File: config.mk
export PLATFORM = sky130hd
export DESIGN_NAME = fetch_stage
export DESIGN_NICKNAME = d
export VERILOG_FILES = /design/src/rtl/isa_pkg.sv /design/src/rtl/fetch_pc.sv /design/src/rtl/fetch_stage.sv
export SDC_FILE = /design/constraint.sdc
export NUM_CORES = 1
export LEC_CHECK = 0
export ABC_AREA = 1
export CAP_MARGIN = 10
export CORE_MARGIN = 1
export CORE_UTILIZATION = 44
export DETAILED_ROUTE_END_ITERATION = 12
export GPL_TIMING_DRIVEN = 0
export HOLD_SLACK_MARGIN = 0.12
export PLACE_DENSITY_LB_ADDON = 0.05
export SLEW_MARGIN = 15
export SYNTH_ARGS = -nofsm -noshare
export SYNTH_HDL_FRONTEND = slang
export SYNTH_SLANG_ARGS = --single-unit
File: constraint.sdc
create_clock -name clk -period 2.2 [get_ports clk]
set_input_delay 0.22 -clock clk [delete_from_list [all_inputs] [get_ports clk]]
set_output_delay 0.22 -clock clk [all_outputs]
set_load 0.05 [all_outputs]
File: src/rtl/isa_pkg.sv
// Shared ISA constants and types for the fetch path: instruction encodings,
// opcode field position, fetch FSM states and the default program start address.
package isa_pkg;

    localparam logic [15:0] NOP_WORD         = 16'hA800;
    localparam logic [2:0]  IMM_OP           = 3'b001;
    localparam int          OPC_HI           = 15;
    localparam int          OPC_LO           = 13;
    localparam logic [31:0] DEFAULT_RESET_PC = 32'd32;

    typedef enum logic [0:0] {
        FETCH     = 1'b0,
        FETCH_IMM = 1'b1
    } fetch_state_t;

    // True when the word is the first half of a two-word LDM instruction
    function automatic logic is_imm_op(input logic [15:0] word);
        return word[OPC_HI:OPC_LO] == IMM_OP;
    endfunction

endpackage

File: src/rtl/fetch_pc.sv
// Program counter register with its next-PC mux: redirect target, hold, or +1.
// The PC wraps silently from all-ones to zero.
module fetch_pc
    import isa_pkg::*;
#(
    parameter int unsigned          ADDR_W   = 32,
    parameter logic [ADDR_W-1:0]    RESET_PC = ADDR_W'(DEFAULT_RESET_PC)
) (
    input  logic              clk,
    input  logic              reset,
    input  logic              hold,
    input  logic              redirect,
    input  logic [ADDR_W-1:0] redirect_addr,
    output logic [ADDR_W-1:0] pc
);

    // Redirect beats hold; otherwise step to the next word every cycle
    always_ff @(posedge clk or posedge reset) begin
        if (reset) begin
            pc <= RESET_PC;
        end else if (redirect) begin
            pc <= redirect_addr;
        end else if (!hold) begin
            pc <= pc + ADDR_W'(1);
        end
    end

endmodule

File: src/rtl/fetch_stage.sv
// Instruction fetch stage: drives imem_addr from the PC, pairs LDM with its
// trailing immediate word, and registers the IF/ID outputs. Supports stall
// (hold everything) and redirect (new PC, squash any partial LDM).
module fetch_stage
    import isa_pkg::*;
#(
    parameter int unsigned          ADDR_W   = 32,
    parameter logic [ADDR_W-1:0]    RESET_PC = ADDR_W'(DEFAULT_RESET_PC)
) (
    input  logic              clk,
    input  logic              reset,
    input  logic              stall,
    input  logic              redirect,
    input  logic [ADDR_W-1:0] redirect_addr,
    output logic [ADDR_W-1:0] imem_addr,
    input  logic [15:0]       imem_data,
    output logic [15:0]       if_id_instr,
    output logic [15:0]       if_id_imm,
    output logic              if_id_valid
);

    fetch_state_t state;
    logic [15:0]  hold_reg;
    logic [ADDR_W-1:0] pc;

    fetch_pc #(
        .ADDR_W   (ADDR_W),
        .RESET_PC (RESET_PC)
    ) u_fetch_pc (
        .clk           (clk),
        .reset         (reset),
        .hold          (stall),
        .redirect      (redirect),
        .redirect_addr (redirect_addr),
        .pc            (pc)
    );

    assign imem_addr = pc;

    // Fetch FSM: one-word instructions pass straight through; LDM parks its
    // opcode word in hold_reg and emits a bubble until the immediate arrives
    always_ff @(posedge clk or posedge reset) begin
        if (reset) begin
            state       <= FETCH;
            hold_reg    <= '0;
            if_id_instr <= NOP_WORD;
            if_id_imm   <= '0;
            if_id_valid <= 1'b0;
        end else if (redirect) begin
            state       <= FETCH;
            hold_reg    <= '0;
            if_id_instr <= NOP_WORD;
            if_id_imm   <= '0;
            if_id_valid <= 1'b0;
        end else if (!stall) begin
            case (state)
                FETCH: begin
                    if (is_imm_op(imem_data)) begin
                        hold_reg    <= imem_data;
                        if_id_instr <= NOP_WORD;
                        if_id_imm   <= '0;
                        if_id_valid <= 1'b0;
                        state       <= FETCH_IMM;
                    end else begin
                        if_id_instr <= imem_data;
                        if_id_imm   <= '0;
                        if_id_valid <= 1'b1;
                    end
                end
                FETCH_IMM: begin
                    if_id_instr <= hold_reg;
                    if_id_imm   <= imem_data;
                    if_id_valid <= 1'b1;
                    state       <= FETCH;
                end
                default: begin
                    state <= FETCH;
                end
            endcase
        end
    end

endmodule

* After elaboration in Yosys (flattened, before gate mapping)
Index checks and enable logic that the tools add are counted.
** Word-level totals
- Register bits after elaboration :: 82
- Bits of input ports :: 52
- Output and inout bits :: 65
- Word-level logic and storage cells :: 34
** Cells by class
- Add/sub/neg operators :: 1
- Eq/ne operators :: 3
- Multiplexer cells :: 21
- Bitwise gates (word level) :: 1
- Reductions and logical operators :: 2
** Operators by type and width (number)
- two-way mux 16 bit :: 9
- two-way mux 32 bit :: 2
- one-hot mux 16 bit (2 select lines) :: 2
- adder 32 x 1 -> 32 bit (second input constant) :: 1
- two-way mux 1 bit :: 6
- one-hot mux 1 bit (2 select lines) :: 2
- == test 3 x 1 -> 1 bit (second input constant) :: 1
- AND reduction 3 bit :: 1
- != test 2 x 1 -> 1 bit (second input constant) :: 1
- != test 2 bit (second input constant) :: 1
- nonzero test 2 bit :: 1
- NOT 1 bit :: 1

* Depth between registers and ports, before layout
- Word-level depth :: 5
- Mapped depth :: 10
- Gate-level depth less buffers :: 10

* Modules after synthesis
Synthesis repeated with hierarchy kept, for this count alone.
** Unflattened totals
- Cells, all modules :: 647
- Area total of the unflattened synthesis :: 4694.5 µm²
** By module, submodules not included
- fetch_pc :: times used 1, cells an instance 369, area an instance 2411.1 µm², seq. area each 802.0 µm²
- fetch_stage :: times used 1, cells an instance 278, area an instance 2283.4 µm², seq. area each 1255.0 µm²

* Worst setup path before layout
Ideal clock, no wire load.
- Path kind :: register to register
- From :: register u_fetch_pc.pc[0]
- To :: register u_fetch_pc.pc[24]
- Setup time :: 118 ps
- Arrival time :: 1771 ps
- Data required time :: 2082 ps
- Path slack :: 311 ps
- Stages on the path, launching flop included :: 11
- Buffers on the path :: 0
- Period minus slack after synthesis :: 1889 ps
- Cells stage by stage :: dfrtp_1 -> ha_1 -> nand2_1 -> nor2_4 -> nand2_1 -> nor2_1 -> nand2_1 -> nand2_1 -> nand3_1 -> nand2_1 -> nand2_1
** On the way
- Word-level cells in the longest chain between the ends :: 3
** RTL lines
- start: declaration :: line fetch_pc.sv:14 : output logic [ADDR_W-1:0] pc
- start signal: assignment :: line fetch_pc.sv:22 : pc <= redirect_addr;
- start signal: assignment :: line fetch_pc.sv:24 : pc <= pc + ADDR_W'(1);
- adder 32 x 1 -> 32 bit :: line fetch_pc.sv:24
- two-way mux 32 bit :: line fetch_pc.sv:23 : end else if (!hold) begin
- two-way mux 32 bit :: line fetch_pc.sv:21 : end else if (redirect) begin
Every way passes these cells. The select of a mux whose other input is x is not followed.
A chain may end at the register's enable or synchronous reset.

* Worst setup path in the final report
- From :: register u_fetch_pc.pc[5]
- To :: output port imem_addr[5]
** RTL lines
- end: declaration :: line fetch_stage.sv:15 : output logic [ADDR_W-1:0] imem_addr,
No word-level cell between the ends.

==> qor.yml <==
sta:
  clock_skew_ps: 10.83
  rsz0062_at_grt: "no"
  relSlewSlack: 0.5658
  setup_viol: 0
  timing.final.ws_setup_ps: 251.9
  setup_tns_ps: 0
  worstMarginPinSlew_ps: 651.2
  hold_viol: 0
  fin_crit_sh: 0.8855
  drv_slew: 0
  fmax_mhz: 513.3
  hold_slack_ps: 210.6
  fin_crit_ps: 1948
setup_path:
  r2r_start: "u_fetch_pc.pc[0]$_DFFE_PP0P_"
  start_kind: "flop"
  cp.arrival_ps: 1730
  end_kind: "output port"
  cp_slowest_cell: "clkdlybuf4s50_1"
  cp.required_ps: 1980
  path_class: "flop to output port"
  critPathMaxFanout: 4
  cpLargestDelayFamily: "buffers and inverters"
  slowest_delay_ps: 810
  critPathLaunch: "u_fetch_pc.pc[5]$_DFFE_PP1P_"
  critPathBufInv: 1
  crit_chain: "clkdlybuf4s50_1"
floorplan:
  dieWidth_um: 102.5
  num_io_pins: 117
  chipHeight_um: 102.5
  num_rows: 36
  initial_core_util: 0.4549
  die-area_mm2: 0.01051
  core_area_mm2: 0.009774
clock_tree:
  clock_sinks: 82
  insertion_delay_ps: 350
  cts_max_path_buffers: 2
  clk_pin_slew_ps: 90
  cts_resized: 0
  postCtsSetupBuffers: 0
  htree_levels: 3
  ctsHoldBuffers: 0
  numCtsBuffers: 9
  cts_tree: "done"
  clock-root-buffer: "clkbuf_8"
placement:
  placed_cells: 862
  port_buffers: 115
  pre_cts_ws_ps: 213.5
  dpl.hpwl_um: 9542
  gp_congestion: 0.9304
  placed_area_mm2: 0.005843
global_routing:
  grt_start_max_net_pins: 27
  grt_use_total: 0.2623
  grt_pass1_wl_um: 20940
  grt_overflow: 0
  grt_pass1_vias: 4368
  antenna_found_initial: 0
power:
  finalPower_mw: 3.986
  p_per_area_mw_per_mm2: 662.2
  p_leak_nw: 2.729
  peakVddDrop_mv: 0.3606
logic_synthesis:
  yosysTopAreaCellShare: 0.4389
  syn-mean-instance-area_um2: 7.278
  synthDistinctLibCells: 29
  synth.area.top_cells: "dfrtp_1 (44%), nand2_1 (18%), inv_1 (6.1%)"
  ys_warn_count: 0
  ys_ff_latch: 82
  synth_edf_count: 0
  synth-main-ff-cell: "dfrtp_1"
  seq_area_frac_synth: 0.4626
  syn-cell-area_mm2: 0.004447
  synth_commonest_cells: "nand2_1 (218), dfrtp_1 (78), inv_1 (72)"
  netlist.top_cell.by_area: "dfrtp_1"
  syn-num-nets: 664
  async_flop_share: 1.000
  synth.most_common_cell: "nand2_1"
  synthCells: 611
route:
  drt_iter0_drc: 190
  ant_nets: 0
  vias: 4419
  dr.pass1.iters: 4
  routedWlPerCell_um: 14.55
  wirelength_um: 12770
  vias_per_cell: 5.033
  drc: 0
job:
  cap_violations: 0
cells_and_area:
  fin_util: 0.6158
  max_flop_register: "u_fetch_pc.pc"
  final_area_mm2: 0.006020
  drive_above_1_share: 0.06980
  syn2layout_area_growth_pct: 35.37
  stdcell_count: 878
  fillers: 945
  nNetsFinal: 793
  largest_register_ffs: 32
  diodes: 0
status:
  status: "finished clean"
min_path:
  hold_path.class: "input port to asynchronous set/reset pin"
routing by layer:
metal,GRT usage,share of wire,vias to the layer above
met2,0.4533,0.49,117
met1,0.3326,0.44,2097
li1,-,-,2195
met3,0.04407,0.054,10
met5,0,0,-
met4,0.09011,0.012,0
report_power, final:
| part | internal (mW) | leakage [nW] | switching [mW] |
|---|---|---|---|
| registers | 1.63 | 1.05 | 0.138 |
| logic | 0.421 | 1.60 | 0.778 |
| clock network | 0.421 | 0.0795 | 0.597 |
| total | 2.47 | 2.73 | 1.51 |
cell usage in the layout (no fill, tap or decap):
| master | n |
|---|---|
| and2_1 | 2 |
| nand2_2 | 1 |
| buf_6 | 1 |
| clkbuf_8 | 9 |
| o211ai_1 | 15 |
| nor2_2 | 3 |
| a31oi_1 | 2 |
| ha_1 | 1 |
| dfrtp_1 | 78 |
| o22ai_2 | 8 |
| buf_1 | 2 |
| clkinvlp_4 | 4 |
| o21ai_4 | 1 |
| a32o_1 | 1 |
| xnor2_1 | 2 |
| o22ai_1 | 9 |
| buf_12 | 1 |
| nand3_2 | 2 |
| buf_2 | 7 |
| nor2_4 | 3 |
| dfstp_2 | 4 |
| clkinv_4 | 1 |
| inv_6 | 2 |
| nand2_1 | 218 |
| clkdlybuf4s50_1 | 115 |
| nor2_1 | 56 |
| clkbuf_1 | 14 |
| inv_1 | 71 |
| nand3_1 | 44 |
| inv_2 | 3 |
| nand3b_1 | 1 |
| xor2_1 | 2 |
| a211oi_1 | 1 |
| buf_16 | 2 |
| o21ai_0 | 49 |
| a21oi_1 | 10 |
cells by family after synthesis:
kind of cell | count (synthesis) | synth area share
simple gates | 330 | 0.3030
compound gates | 96 | 0.1373
buf+inv | 98 | 0.08638
fa+ha+maj | 1 | 0.002813
xor+xnor | 4 | 0.007880
flops | 82 | 0.4626
final cells by class:
| type | instances | area (um2) | area share |
|---|---|---|---|
| sequential | 82 | 2057 | 0.3417 |
| clock inverter | 6 | 48.80 | 0.008106 |
| timing repair buffer | 118 | 1226 | 0.2037 |
| buffer | 23 | 102.6 | 0.01704 |
| inverter | 75 | 285.3 | 0.04739 |
| clock buffer | 10 | 127.6 | 0.02120 |
| tap | 133 | 166.4 | 0.02765 |
| multi-input combinational | 431 | 2006 | 0.3332 |
worst paths after layout:
path | slack (ps) | to | cells after the start
setup / recovery | 250 | imem_addr[5] | 1
hold / removal | 210 | u_fetch_pc.pc[10]$_DFFE_PP0P_ | 2
setup reg to reg | 380 | u_fetch_pc.pc[20]$_DFFE_PP0P_ | 10
hold reg to reg | 490 | if_id_imm[1]$_DFFE_PP0P_ | 2
max in group asynchronous | 1260 | if_id_instr[13]$_DFFE_PP1P_ | 4
min in group clk | 360 | u_fetch_pc.pc[4]$_DFFE_PP0P_ | 5
(Power assumes the default switching activity.)
